<file path="config.mk">
export PLATFORM = sky130hd
export DESIGN_NAME = tx_word_arbiter
export DESIGN_NICKNAME = d
export VERILOG_FILES = /design/src/rtl/tx_word_arbiter_pkg.sv /design/src/rtl/tx_word_arbiter_rr.sv /design/src/rtl/tx_word_arbiter.sv
export SDC_FILE = /design/constraint.sdc
export NUM_CORES = 1
export LEC_CHECK = 0
export CORE_AREA = 2 2 82 68
export CTS_BUF_LIST = sky130_fd_sc_hd__clkbuf_2 sky130_fd_sc_hd__clkbuf_4 sky130_fd_sc_hd__clkbuf_8
export DETAILED_ROUTE_END_ITERATION = 10
export DIE_AREA = 0 0 84 70
export GPL_TIMING_DRIVEN = 1
export MAX_ROUTING_LAYER = met4
export PLACE_DENSITY_LB_ADDON = 0.12
export SYNTH_ARGS = -nofsm -noshare
export SYNTH_HDL_FRONTEND = slang
export SYNTH_HIERARCHICAL = 1
export SYNTH_SLANG_ARGS = --single-unit
</file>
<file path="constraint.sdc">
create_clock -name CLK -period 3.8 [get_ports CLK]
set_input_delay 0.95 -clock CLK [delete_from_list [all_inputs] [get_ports CLK]]
set_output_delay 0.95 -clock CLK [all_outputs]
set_load 0.05 [all_outputs]
</file>
<file path="src/rtl/tx_word_arbiter_pkg.sv">
// Shared definitions for the two-requester word-to-byte UART feeder:
// FSM encoding, default word size and byte-counter sizing.
package tx_word_arbiter_pkg;

    typedef enum logic [1:0] {
        IDLE = 2'b00,
        SEND = 2'b01,
        WAIT = 2'b10
    } state_t;

    localparam int NUM_BYTES_DEF = 4;

    // Counter must hold 0..num_bytes-1; never narrower than one bit.
    function automatic int byte_cnt_w(input int num_bytes);
        return (num_bytes > 2) ? $clog2(num_bytes) : 1;
    endfunction

endpackage

</file>
<file path="src/rtl/tx_word_arbiter_rr.sv">
// Two-way round-robin selector: a lone valid always wins, a tie goes to
// the requester that was not granted last. Purely combinational.
module rr_arbiter2 (
    input  logic       i_valid0,
    input  logic       i_valid1,
    input  logic       i_last_grant,
    output logic [1:0] o_grant
);

    assign o_grant[0] = i_valid0 & (~i_valid1 |  i_last_grant);
    assign o_grant[1] = i_valid1 & (~i_valid0 | ~i_last_grant);

endmodule

</file>
<file path="src/rtl/tx_word_arbiter.sv">
// Accepts whole words from two requesters and streams each one MSB-first,
// one byte per Tx_Done handshake, to a byte-wide UART transmitter.
module tx_word_arbiter
    import tx_word_arbiter_pkg::*;
#(
    parameter int NUM_BYTES = NUM_BYTES_DEF,
    parameter int DATA_W    = 8 * NUM_BYTES
) (
    input  logic              CLK,
    input  logic              RST,
    input  logic              Req0_valid_in,
    input  logic [DATA_W-1:0] Req0_data_in,
    output logic              Req0_ready_out,
    input  logic              Req1_valid_in,
    input  logic [DATA_W-1:0] Req1_data_in,
    output logic              Req1_ready_out,
    output logic              Tx_DV_out,
    output logic [7:0]        Tx_Byte_out,
    input  logic              Tx_Done_in,
    output logic              Busy_out,
    output logic              Grant_out
);

    localparam int              CNT_W    = byte_cnt_w(NUM_BYTES);
    localparam logic [CNT_W-1:0] LAST_IDX = CNT_W'(NUM_BYTES - 1);

    state_t            r_state;
    state_t            w_next_state;
    logic [DATA_W-1:0] r_word;
    logic [CNT_W-1:0]  r_byte_cnt;
    logic              r_grant;
    logic              r_last_grant;
    logic [7:0]        r_tx_byte;

    logic [1:0]        w_grant;
    logic              w_accept;
    logic              w_done_wait;
    logic              w_last_byte;
    logic [DATA_W-1:0] w_byte_src;
    logic [CNT_W-1:0]  w_byte_idx;
    logic [7:0]        w_next_byte;

    rr_arbiter2 u_rr (
        .i_valid0     (Req0_valid_in),
        .i_valid1     (Req1_valid_in),
        .i_last_grant (r_last_grant),
        .o_grant      (w_grant)
    );

    assign w_last_byte = (r_byte_cnt == LAST_IDX);
    assign Busy_out    = (r_state != IDLE);
    assign Grant_out   = r_grant;
    assign Tx_Byte_out = r_tx_byte;

    // NOTE: sequential state uses non-blocking assignments so every register
    // samples pre-edge values regardless of block evaluation order.
    always_ff @(posedge CLK or posedge RST) begin
        if (RST) r_state <= IDLE;
        else     r_state <= w_next_state;
    end

    // NOTE: every output of this block gets a default first, so no path
    // through the case statement can leave a value held (no latches).
    always_comb begin
        w_next_state   = r_state;
        Req0_ready_out = 1'b0;
        Req1_ready_out = 1'b0;
        Tx_DV_out      = 1'b0;
        w_accept       = 1'b0;
        w_done_wait    = 1'b0;
        case (r_state)
            IDLE: begin
                // Held low during reset so no handshake completes that the
                // registers would then discard.
                Req0_ready_out = w_grant[0] & ~RST;
                Req1_ready_out = w_grant[1] & ~RST;
                w_accept       = (Req0_valid_in & Req0_ready_out) |
                                 (Req1_valid_in & Req1_ready_out);
                if (w_accept) w_next_state = SEND;
            end
            SEND: begin
                Tx_DV_out    = 1'b1;
                w_next_state = WAIT;
            end
            WAIT: begin
                if (Tx_Done_in) begin
                    w_done_wait  = 1'b1;
                    w_next_state = w_last_byte ? IDLE : SEND;
                end
            end
            default: w_next_state = IDLE;
        endcase
    end

    // The byte register is loaded on the edge that enters SEND, so it is
    // valid with the strobe and holds until the next load.
    always_comb begin
        w_byte_src  = w_accept ? (w_grant[1] ? Req1_data_in : Req0_data_in) : r_word;
        w_byte_idx  = w_accept ? '0 : r_byte_cnt + 1'b1;
        w_next_byte = '0;
        for (int i = 0; i < NUM_BYTES; i++) begin
            if (w_byte_idx == CNT_W'(i)) w_next_byte = w_byte_src[DATA_W-1-8*i -: 8];
        end
    end

    always_ff @(posedge CLK or posedge RST) begin
        if (RST) begin
            r_word       <= '0;
            r_byte_cnt   <= '0;
            r_grant      <= 1'b0;
            r_last_grant <= 1'b1;
            r_tx_byte    <= '0;
        end else if (w_accept) begin
            r_word     <= w_byte_src;
            r_byte_cnt <= '0;
            r_grant    <= w_grant[1];
            r_tx_byte  <= w_next_byte;
        end else if (w_done_wait) begin
            if (w_last_byte) begin
                r_last_grant <= r_grant;
            end else begin
                r_byte_cnt <= r_byte_cnt + 1'b1;
                r_tx_byte  <= w_next_byte;
            end
        end
    end

endmodule

</file>
==> Yosys cells after proc, flatten, opt, wreduce, memory -nomap -nowiden <==
Cells that the tools add are included.
{ "word_totals": {"register_bits": 46, "input_bits": 69, "output_inout_bits": 13, "elab_cells": 60} }
{ "op_classes": {"n_addsub": 1, "n_eq_ne": 9, "mux": 23, "bitwise": 14, "reduce_logical": 7} }
{ "ops": {"columns": ["op", "count"], "rows": [
  ["$mux W32", 2],
  ["$mux W8", 7],
  ["$mux W2", 6],
  ["$eq A2 B2 Y1 const B", 4],
  ["$mux W1", 7],
  ["$and A1 B1 Y1", 6],
  ["$ne A2 B2 Y1 const B", 3],
  ["$pmux W2 S3", 1],
  ["$not A1 Y1", 5],
  ["$eq A2 B1 Y1 const B", 2],
  ["$logic_not A2 Y1", 2],
  ["$reduce_and A2 Y1", 2],
  ["$reduce_bool A2 Y1", 2],
  ["$or A1 B1 Y1", 3],
  ["$reduce_and A3 Y1", 1],
  ["$add A2 B1 Y2 const B", 1]
]} }

==> Depth between registers and ports, before layout <==
Gate-level depths: netlist of the first run.
{ "logic_depth": {"word_depth": 16, "mapped_depth": 7, "depth_no_buf": 5} }

==> By module <==
Netlist of the first run, hierarchy kept.
{ "by_module_without_submodules": {"columns": ["module", "n_inst", "cells_each", "area_each_um2", "seq_area_each_um2"], "rows": [
  ["tx_word_arbiter", 1, 237, 2489.9, 1152.4],
  ["rr_arbiter2", 1, 3, 18.8, 0.0]
]} }

==> Least setup slack after synthesis of the first run <==
OpenSTA, ideal clock, no wires.
{ "synth_timing": {"path_kind": "input port to output port", "startpoint": "input Req1_valid_in", "endpoint": "output Req1_ready_out", "arrival_ps": 2154, "t_required_ps": 2850, "path_slack_ps": 696, "cell_stages": 5, "path_buffers": 3, "path_cell_list": "a21boi_0 > buf_4 > buf_6 > buf_2 > and2_1"} }
{ "synth_between": {"elab_chain_len": 3} }
{ "synth_lines": {"columns": ["element", "line_no", "rtl"], "rows": [
  ["start: declaration", "tx_word_arbiter.sv:14", "input logic Req1_valid_in,"],
  ["$and A1 B1 Y1", "tx_word_arbiter_rr.sv:11", "assign o_grant[1] = i_valid1 & (~i_valid0 | ~i_last_grant);"],
  ["$and A1 B1 Y1", "tx_word_arbiter.sv:76", "Req1_ready_out = w_grant[1] & ~RST;"],
  ["$mux W1", "tx_word_arbiter.sv:71", "case (r_state)"],
  ["end: declaration", "tx_word_arbiter.sv:16", "output logic Req1_ready_out,"]
]} }
Every way passes these cells.

==> Worst setup path after layout of the first run <==
{ "layout_timing": {"startpoint": "input Req0_valid_in", "endpoint": "output Req0_ready_out"} }
{ "layout_between": {"elab_chain_len": 3} }
{ "layout_lines": {"columns": ["element", "line_no", "rtl"], "rows": [
  ["start: declaration", "tx_word_arbiter.sv:11", "input logic Req0_valid_in,"],
  ["$and A1 B1 Y1", "tx_word_arbiter_rr.sv:10", "assign o_grant[0] = i_valid0 & (~i_valid1 | i_last_grant);"],
  ["via w_grant[0]", "tx_word_arbiter.sv:35", "logic [1:0] w_grant;"],
  ["$and A1 B1 Y1", "tx_word_arbiter.sv:75", "Req0_ready_out = w_grant[0] & ~RST;"],
  ["$mux W1", "tx_word_arbiter.sv:71", null],
  ["end: declaration", "tx_word_arbiter.sv:13", "output logic Req0_ready_out,"]
]} }
The timed path passes the listed nets, and every way through them passes these cells.

==> results_dict.tcl, run 1 <==
set metrics [dict create \
    setup_viol 0 \
    worstReg2RegStart "r_byte_cnt[0]$_DFFE_PP0P_" \
    synth_fp_nets 310 \
    drive_above_1_share 0.131 \
    fmax_mhz 305 \
    io_buffer_count 81 \
    crit_type "in2out" \
    clock_latency_ps 310 \
    cp.required_ps 2850 \
    die_w_um 84 \
    tns_ps 0 \
    antenna_found_initial 0 \
    drc 0 \
    final-max-slew-violation-count 0 \
    grt_pass1_vias 2021 \
    dp_slack_ps 366 \
    core_area_um2 5190 \
    cts_sinks 46 \
    r2r-end "Tx_Byte_out[0]$_DFFE_PP0P_" \
    maxSlewHeadroom 0.515 \
    grt-ovfl-total 0 \
    vias 2138 \
    yosys_warnings 6 \
    start_util 0.483 \
    startpoint_type "input pin" \
    post_drt_wl_per_cell_um 16.5 \
    die-area_um2 5880 \
    netlist_instances 240 \
    cts_resized 0 \
    vdd_drop_max_uv 401 \
    drv_cap 0 \
    fin_skew_ps 4.81 \
    dpl.hpwl_mm 4.41 \
    cts_buffers 5 \
    first_pass_iters 4 \
    wirelength_mm 6.26 \
    vias_per_cell 5.64 \
    cellPowerDensity_nw_per_um2 711 \
    synth_area_um2 2510 \
    synth_cell_types 39 \
    cts_setup_buffers 0 \
    htreeDepth 2 \
    routabilityCongestion 0.774 \
    rows 24 \
    syn_area_per_cell_um2 10.5 \
    worst_slack_ps 523 \
    ys_async_sr_fraction 1.00 \
    final.period_utilization 0.862 \
    r2r_slack_ps 1580 \
    nets 383 \
    postCtsHoldBufs 0 \
    worst_pin_slew_ps 725 \
    worst_ep_arrival_time_ps 2330 \
    clk_pin_slew_ps 80 \
    final_core_util 0.668 \
    rsz0062_at_grt "no" \
    hp-start "r_word[25]$_DFFE_PP0N_" \
    synth_edf_count 0 \
    status "finished, final reports clean" \
    reg2reg_depth 4 \
    endpoint_kind "primary output" \
    die_h_um 70 \
    track_usage 0.225 \
    grt_start_max_net_pins 45 \
    yosys_register_bits 46 \
    final_cells 379 \
    hold_viol 0 \
    ys_seq_area_frac 0.459 \
    final.min_clock_period_ps 3280 \
    clockBufferDepth 2 \
    drt_iter0_markers 161 \
    p_leak_nw 1.47 \
    synth_ff_type "dfrtp_1" \
    area_growth_pct 38.4 \
    cts_tree "yes" \
    placed_cells 371 \
    cts_root_buf "clkbuf_8" \
    antenna_cells 0 \
    hold_path_end "r_word[25]$_DFFE_PP0N_" \
    hp-class "reg2reg" \
    ios 82 \
    antenna_left 0 \
    grt_pass1_wl_mm 10.0 \
    path_max_fanout 4 \
    hold_ws_ps 497 \
    whs_path_depth 2 \
]
per-stage QoR:
stage / total power [mW] / cell area [µm²]
2_1_floorplan: 1.73 / 2510
3_3_place_gp: 2.07 / 3360
3_5_place_dp: 2.10 / 3360
4_1_cts: 2.48 / 3470
5_1_grt: 2.62 / 3470
6_report: 2.47 / 3470
kinds of logic (layout without fill, tap and decap cells):
family,count (synthesis),count (layout),synth area share
compound gates,85,85,0.202
buf+inv,24,98,0.0559
simple gates,41,41,0.0933
fa+ha+maj,1,1,0.00499
mux,42,42,0.181
xor+xnor,1,1,0.00349
flops,46,46,0.459
Yosys cell counts (all sizes together), types with 2 or more instances:
master | number | area, µm²
o21ai | 55 | 275
dfrtp | 45 | 1130
mux2i | 25 | 250
buf | 17 | 113
mux2 | 16 | 180
nand3 | 14 | 70.1
nand2 | 12 | 45.0
a221oi | 7 | 61.3
o211ai | 7 | 52.6
o22ai | 7 | 43.8
clkbuf | 5 | 20.0
a21oi | 3 | 15.0
a22oi | 3 | 36.3
nor2 | 3 | 27.5
a21boi | 2 | 15.0
and2 | 2 | 12.5
inv | 2 | 7.51
nor2b | 2 | 12.5
or2 | 2 | 12.5
flip-flops by register name, indices dropped and copies added, names as in the netlist:
signal / count
r_word: 32
Tx_Byte_out: 8
r_byte_cnt: 2
r_state: 2
Grant_out: 1
r_last_grant: 1
per-layer routing:
metal / wire length [µm] / up-vias / GRT usage
met4: 99 / 0 / 0.0860
met3: 413 / 8 / 0.0473
met5: 0 / - / -
li1: - / 1040 / -
met1: 2870 / 1006 / 0.314
met2: 2880 / 84 / 0.325
placed cells by master, fill, tap and decap left out, types with 3 or more instances in the layout:
master	n
o211ai_1	7
o21ai_0	40
mux2_2	15
clkbuf_8	5
dfrtp_1	45
mux2i_1	25
buf_4	7
clkdlybuf4s50_1	79
a221oi_1	7
nand3_1	14
a21oi_1	3
o22ai_1	7
nand2_1	12
o21ai_1	15
power by group:
group | internal [mW] | total (mW) | switching, mW
clock | 0.211 | 0.377 | 0.166
combinational | 0.518 | 1.20 | 0.681
sequential | 0.727 | 0.892 | 0.166
critical path, cell delays in order:
cell and delay (ps):
clkdlybuf4s50_1 620, a21boi_1 370, and2_1 230, buf_12 140
layout make-up:
| class | count | area [µm²] |
|---|---|---|
| Clock buffer | 7 | 83.8 |
| Fill cell | 439 | 1720 |
| Multi-Input combinational cell | 170 | 1230 |
| Sequential cell | 46 | 1150 |
| Inverter | 2 | 7.51 |
| Timing Repair Buffer | 88 | 883 |
| Tap cell | 65 | 81.3 |
| Clock inverter | 1 | 30.0 |
worst max-delay path by stage:
stage	startpoint	endpoint
6_report	Req0_valid_in	Req0_ready_out
5_1_grt	Req0_valid_in	Req0_ready_out
4_1_cts	Req0_valid_in	Req0_ready_out
3_5_place_dp	Req1_valid_in	r_word[19]$_DFFE_PP0N_
3_3_place_gp	Req1_valid_in	r_word[15]$_DFFE_PP0N_
2_1_floorplan	Req1_valid_in	Req1_ready_out
No activity file was read; power rests on OpenSTA's default activity.
==> run 2: changes to the inputs <==
Settings changed: CORE_AREA 2 2 82 68 to 2 2 89 74, DIE_AREA 0 0 84 70 to 0 0 91 76.
Clock period 3.8 ns to 2.67 ns, I/O delays scaled along.
==> run 2 against run 1 <==
Combinational power increased by 49%. Non-clock buffer count increased by 8. Flip-flop and latch count unchanged. Global-route usage decreased by 2.2 points. Sequential share of layout area decreased by 1.1 points. Clock power increased by 64%. Register-to-register slack got worse by 890 ps.
==> results_dict.tcl, run 2 (synthesis results as in run 1) <==
set metrics [dict create \
    grt_start_max_net_pins 39 \
    cts_buffers 5 \
    path_max_fanout 4 \
    grt_pass1_wl_mm 10.9 \
    post_drt_wl_per_cell_um 16.3 \
    clk_pin_slew_ps 80 \
    finalPower_mw 3.67 \
    track_usage 0.203 \
    wirelength_mm 6.63 \
    antenna_found_initial 0 \
    startpoint_type "input pin" \
    die-area_um2 6920 \
    vdd_drop_max_uv 333 \
    hold_viol 0 \
    final-max-slew-violation-count 0 \
    crit_type "in2out" \
    final.period_utilization 0.959 \
    tns_ps 0 \
    nets 391 \
    antenna_cells 0 \
    cts_sinks 46 \
    io_buffer_count 81 \
    fmax_mhz 390 \
    critical_path.top_delay_family "buffers and inverters" \
    vias_per_cell 5.40 \
    cts_root_buf "clkbuf_8" \
    routabilityCongestion 0.849 \
    max_stage_delay_ps 620 \
    hp-class "reg2reg" \
    largest-register "r_word" \
    start_util 0.410 \
    grt-ovfl-total 0 \
    final.min_clock_period_ps 2560 \
    crit_buf_inv 2 \
    mostFrequentLayoutCells "clkdlybuf4s50_1 (79), dfrtp_1 (45), o21ai_0 (40), mux2i_1 (25)" \
    maxSlewHeadroom 0.652 \
    fin_skew_ps 9.86 \
    worstPathCellList "clkdlybuf4s50_1 -> a21boi_1 -> and2_1 -> buf_12" \
    cts_resized 0 \
    endpoint_kind "primary output" \
    clock_latency_ps 300 \
    rsz0062_at_grt "no" \
    ios 82 \
    final_area_um2 3590 \
    p_leak_nw 1.52 \
    antenna_left 0 \
    rows 26 \
    core_area_um2 6120 \
    dpl_cell_area_um2 3450 \
    dpl.hpwl_mm 4.79 \
    area_growth_pct 43.2 \
    die_w_um 91 \
    setup_viol 0 \
    largest_register_ff_count 32 \
    htreeDepth 2 \
    drv_cap 0 \
    clockBufferDepth 2 \
    die_h_um 76 \
    worst_ep_arrival_time_ps 1890 \
    worst_pin_slew_ps 520 \
    drt_iter0_markers 160 \
    cts_tree "yes" \
    cellPowerDensity_nw_per_um2 1020 \
    cp.required_ps 2000 \
    cts_setup_buffers 0 \
    status "finished, final reports clean" \
    grt_pass1_vias 2203 \
    first_pass_iters 4 \
    drc 0 \
    vias 2194 \
    final_common_cell "clkdlybuf4s50_1" \
    drive_above_1_share 0.152 \
    postCtsHoldBufs 0 \
    crit_slowest_cell "clkdlybuf4s50_1" \
]
-- run 2: cell count changes in the layout (fill, tap and decap cells not counted), sizes merged --
cell and change:
clkinv +1, buf +8, bufinv +1, clkbuf -2
-- run 2: layer usage --
metal	up-vias	wire length, µm	global-route usage
li1	1054	-	-
met1	1051	2930	0.277
met4	0	55	0.0424
met5	-	0	-
met3	6	514	0.0504
met2	83	3120	0.312
-- run 2: worst reg2reg max path, delay by kind of cell, from the launching register on --
kind	cells	cell delay, ps
adders and majority gates	1	620
DFF	1	390
AOI/OAI and AO/OA	2	450
muxes	1	390
-- run 2: power breakdown --
group	switching [mW]	internal, mW
Sequential	0.230	1.03
Combinational	1.01	0.776
Clock	0.245	0.375
Total	1.49	2.19
-- run 2: layout make-up --
class / count / area (µm²)
inverter: 2 / 7.51
fill: 568 / 2520
clock buffer: 5 / 68.8
multi-input combinational: 170 / 1230
timing repair buffer: 96 / 956
sequential: 46 / 1150
clock inverter: 3 / 68.8
tap: 84 / 105
-- run 2: final timing paths --
check	startpoint	end	slack (ps)	cells after the start
setup reg to reg	r_byte_cnt[0]$_DFFE_PP0P_	Tx_Byte_out[0]$_DFFE_PP0P_	690	4
hold / removal	r_word[24]$_DFFE_PP0N_	r_word[24]$_DFFE_PP0N_	510	2
min in group asynchronous	RST	r_state[1]$_DFFE_PP0P_	830	3
max in group asynchronous	RST	r_byte_cnt[1]$_DFFE_PP0P_	1270	4
setup / recovery	Req0_valid_in	Req0_ready_out	110	4
hold reg to reg	r_word[24]$_DFFE_PP0N_	r_word[24]$_DFFE_PP0N_	510	2
-- run 2: per-stage QoR --
step | util | hold slack, ps | setup WS, ps | instances
final | 0.587 | 505 | 109 | 406
after CTS | 0.587 | 506 | 126 | 406
after detailed placement | 0.565 | 480 | 62.1 | 398
after global placement | 0.565 | 469 | 151 | 398
after global routing | 0.587 | 522 | 12.7 | 406
after floorplan | - | 454 | 131 | 240
==> run 3: changes to the inputs <==
Settings changed: GPL_TIMING_DRIVEN 1 to 0.
==> run 3 against run 2 <==
Sequential share of layout area increased by 0.41 points. Sequential power about the same. Final cell count increased by 1.7%. Critical path type unchanged. Critical endpoint unchanged. Largest power group unchanged.
==> results_dict.tcl, run 3 (synthesis results as in run 1) <==
set metrics [dict create \
    dp_slack_ps -1170 \
    cts_sinks 46 \
    final-max-slew-violation-count 0 \
    finalPower_mw 3.49 \
    drv_cap 0 \
    p_seq_frac 0.360 \
    wirelength_mm 6.70 \
    hold_path_end "r_word[24]$_DFFE_PP0N_" \
    clk_pin_slew_ps 80 \
    sw_frac_of_total 0.421 \
    cellPowerDensity_nw_per_um2 984 \
    area_growth_pct 41.4 \
    reg2reg_depth 8 \
    path_max_fanout 10 \
    die_w_um 91 \
    crit_slowest_cell "clkdlybuf4s50_1" \
    worstReg2RegStart "r_last_grant$_DFFE_PP1P_" \
    clock_latency_ps 300 \
    final.period_utilization 0.966 \
    vias 2179 \
    cts_root_buf "clkbuf_8" \
    p_leak_nw 1.51 \
    r2r-end "r_word[14]$_DFFE_PP0N_" \
    dpl_cell_area_um2 3440 \
    grt_start_max_net_pins 32 \
    largest-register "r_word" \
    vias_per_cell 5.28 \
    fmax_mhz 388 \
    critical_path.top_delay_family "buffers and inverters" \
    drt_iter0_markers 160 \
    postCtsHoldBufs 0 \
    antenna_cells 0 \
    mostFrequentLayoutCells "clkdlybuf4s50_1 (77), dfrtp_1 (45), o21ai_0 (40), mux2i_1 (25)" \
    track_usage 0.206 \
    antenna_left 0 \
    drive_above_1_share 0.158 \
    routabilityCongestion 0.869 \
    final_area_um2 3550 \
    critical_path.most_common_cell "buf_4" \
    first_pass_iters 4 \
    hp-class "reg2reg" \
    post_drt_wl_per_cell_um 16.2 \
    hp-start "r_word[24]$_DFFE_PP0N_" \
    grt-ovfl-total 0 \
    start_util 0.410 \
    maxSlewHeadroom 0.643 \
    io_buffer_count 81 \
    clockBufferDepth 2 \
    final.min_clock_period_ps 2580 \
    die-area_um2 6920 \
    crit_type "in2out" \
    final_common_cell "clkdlybuf4s50_1" \
    cp.required_ps 2000 \
    r2r_slack_ps 590 \
    crit_buf_inv 3 \
    hold_ws_ps 499 \
    endpoint_kind "primary output" \
    core_area_um2 6120 \
    final_core_util 0.580 \
    rows 26 \
    worst_pin_slew_ps 533 \
    fin_skew_ps 5.94 \
    grt_pass1_vias 2149 \
    internal-power_mw 2.02 \
    whs_path_depth 2 \
    die_h_um 76 \
    setup_viol 0 \
    cts_tree "yes" \
    vdd_drop_max_uv 366 \
    largest_register_ff_count 32 \
    p_comb_frac 0.519 \
    worst_slack_ps 91.0 \
    startpoint_type "input pin" \
    status "finished, final reports clean" \
    max_stage_delay_ps 470 \
    dpl.hpwl_mm 5.09 \
    worst_ep_arrival_time_ps 1910 \
    worstPathCellList "clkdlybuf4s50_1 -> nor3_2 -> buf_4 -> and2_1 -> buf_4" \
    nets 399 \
    htreeDepth 2 \
    clkPwrFrac 0.121 \
    antenna_found_initial 0 \
    grt_pass1_wl_mm 11.0 \
    p_switching_mw 1.47 \
    hold_viol 0 \
    drc 0 \
    ios 82 \
    cts_buffers 5 \
    fillers 564 \
    rsz0062_at_grt "no" \
]
## run 3: worst min-delay path: cells and delay by family (launching register included)
family / cells / cell delay, ps
AND/OR/NAND/NOR: 1 / 60
flip-flops: 1 / 350
AO/OA/AOI/OAI: 1 / 60
## run 3: per-layer routing
layer	wire, µm	vias up	track usage
met1	3140	1012	0.293
met2	2970	87	0.306
met3	539	7	0.0415
li1	-	1073	-
met5	0	-	-
met4	53	0	0.0455
## run 3: worst max-delay path by stage
stage	start	cells past startpoint	end	slack (ps)
floorplan	Req1_valid_in	5	Req1_ready_out	130
global placement	Req1_valid_in	7	Req1_ready_out	-1150
global route	RST	5	Req0_ready_out	30
finish	RST	5	Req0_ready_out	90
detailed placement	Req1_valid_in	7	Req1_ready_out	-1170
CTS	RST	5	Req0_ready_out	60
## run 3: power groups by stage
stage / sequential, mW / clock [mW] / combinational, mW
CTS: 1.25 / 0.426 / 1.82
global placement: 1.25 / 0 / 1.77
global route: 1.29 / 0.459 / 1.97
detailed placement: 1.26 / 0 / 1.80
finish: 1.26 / 0.421 / 1.81
floorplan: 1.42 / 0 / 1.04
## run 3: cell type report
class,count,area (µm²),share of cell area
multi-input cells,170,1220,0.345
flip-flops and latches,46,1150,0.325
repair buffers,83,835,0.235
plain buffers,21,139,0.0392
well taps,84,105,0.0296
clock buffers,7,83.8,0.0236
inverters,2,7.51,0.00212
## run 3: repair_timing
action	4_1_cts	5_1_grt
setup endpoints to repair	2	1
pin swaps	0	1
endpoints found under the hold margin	0	0
buffers inserted	1	0
gates resized for setup	20	0
## run 3: stage by stage
step | instances | setup TNS, ps
floorplan | 240 | 0
global placement | 405 | -6100
detailed placement | 406 | -1920
CTS | 413 | 0
global route | 413 | 0
finish | 413 | 0
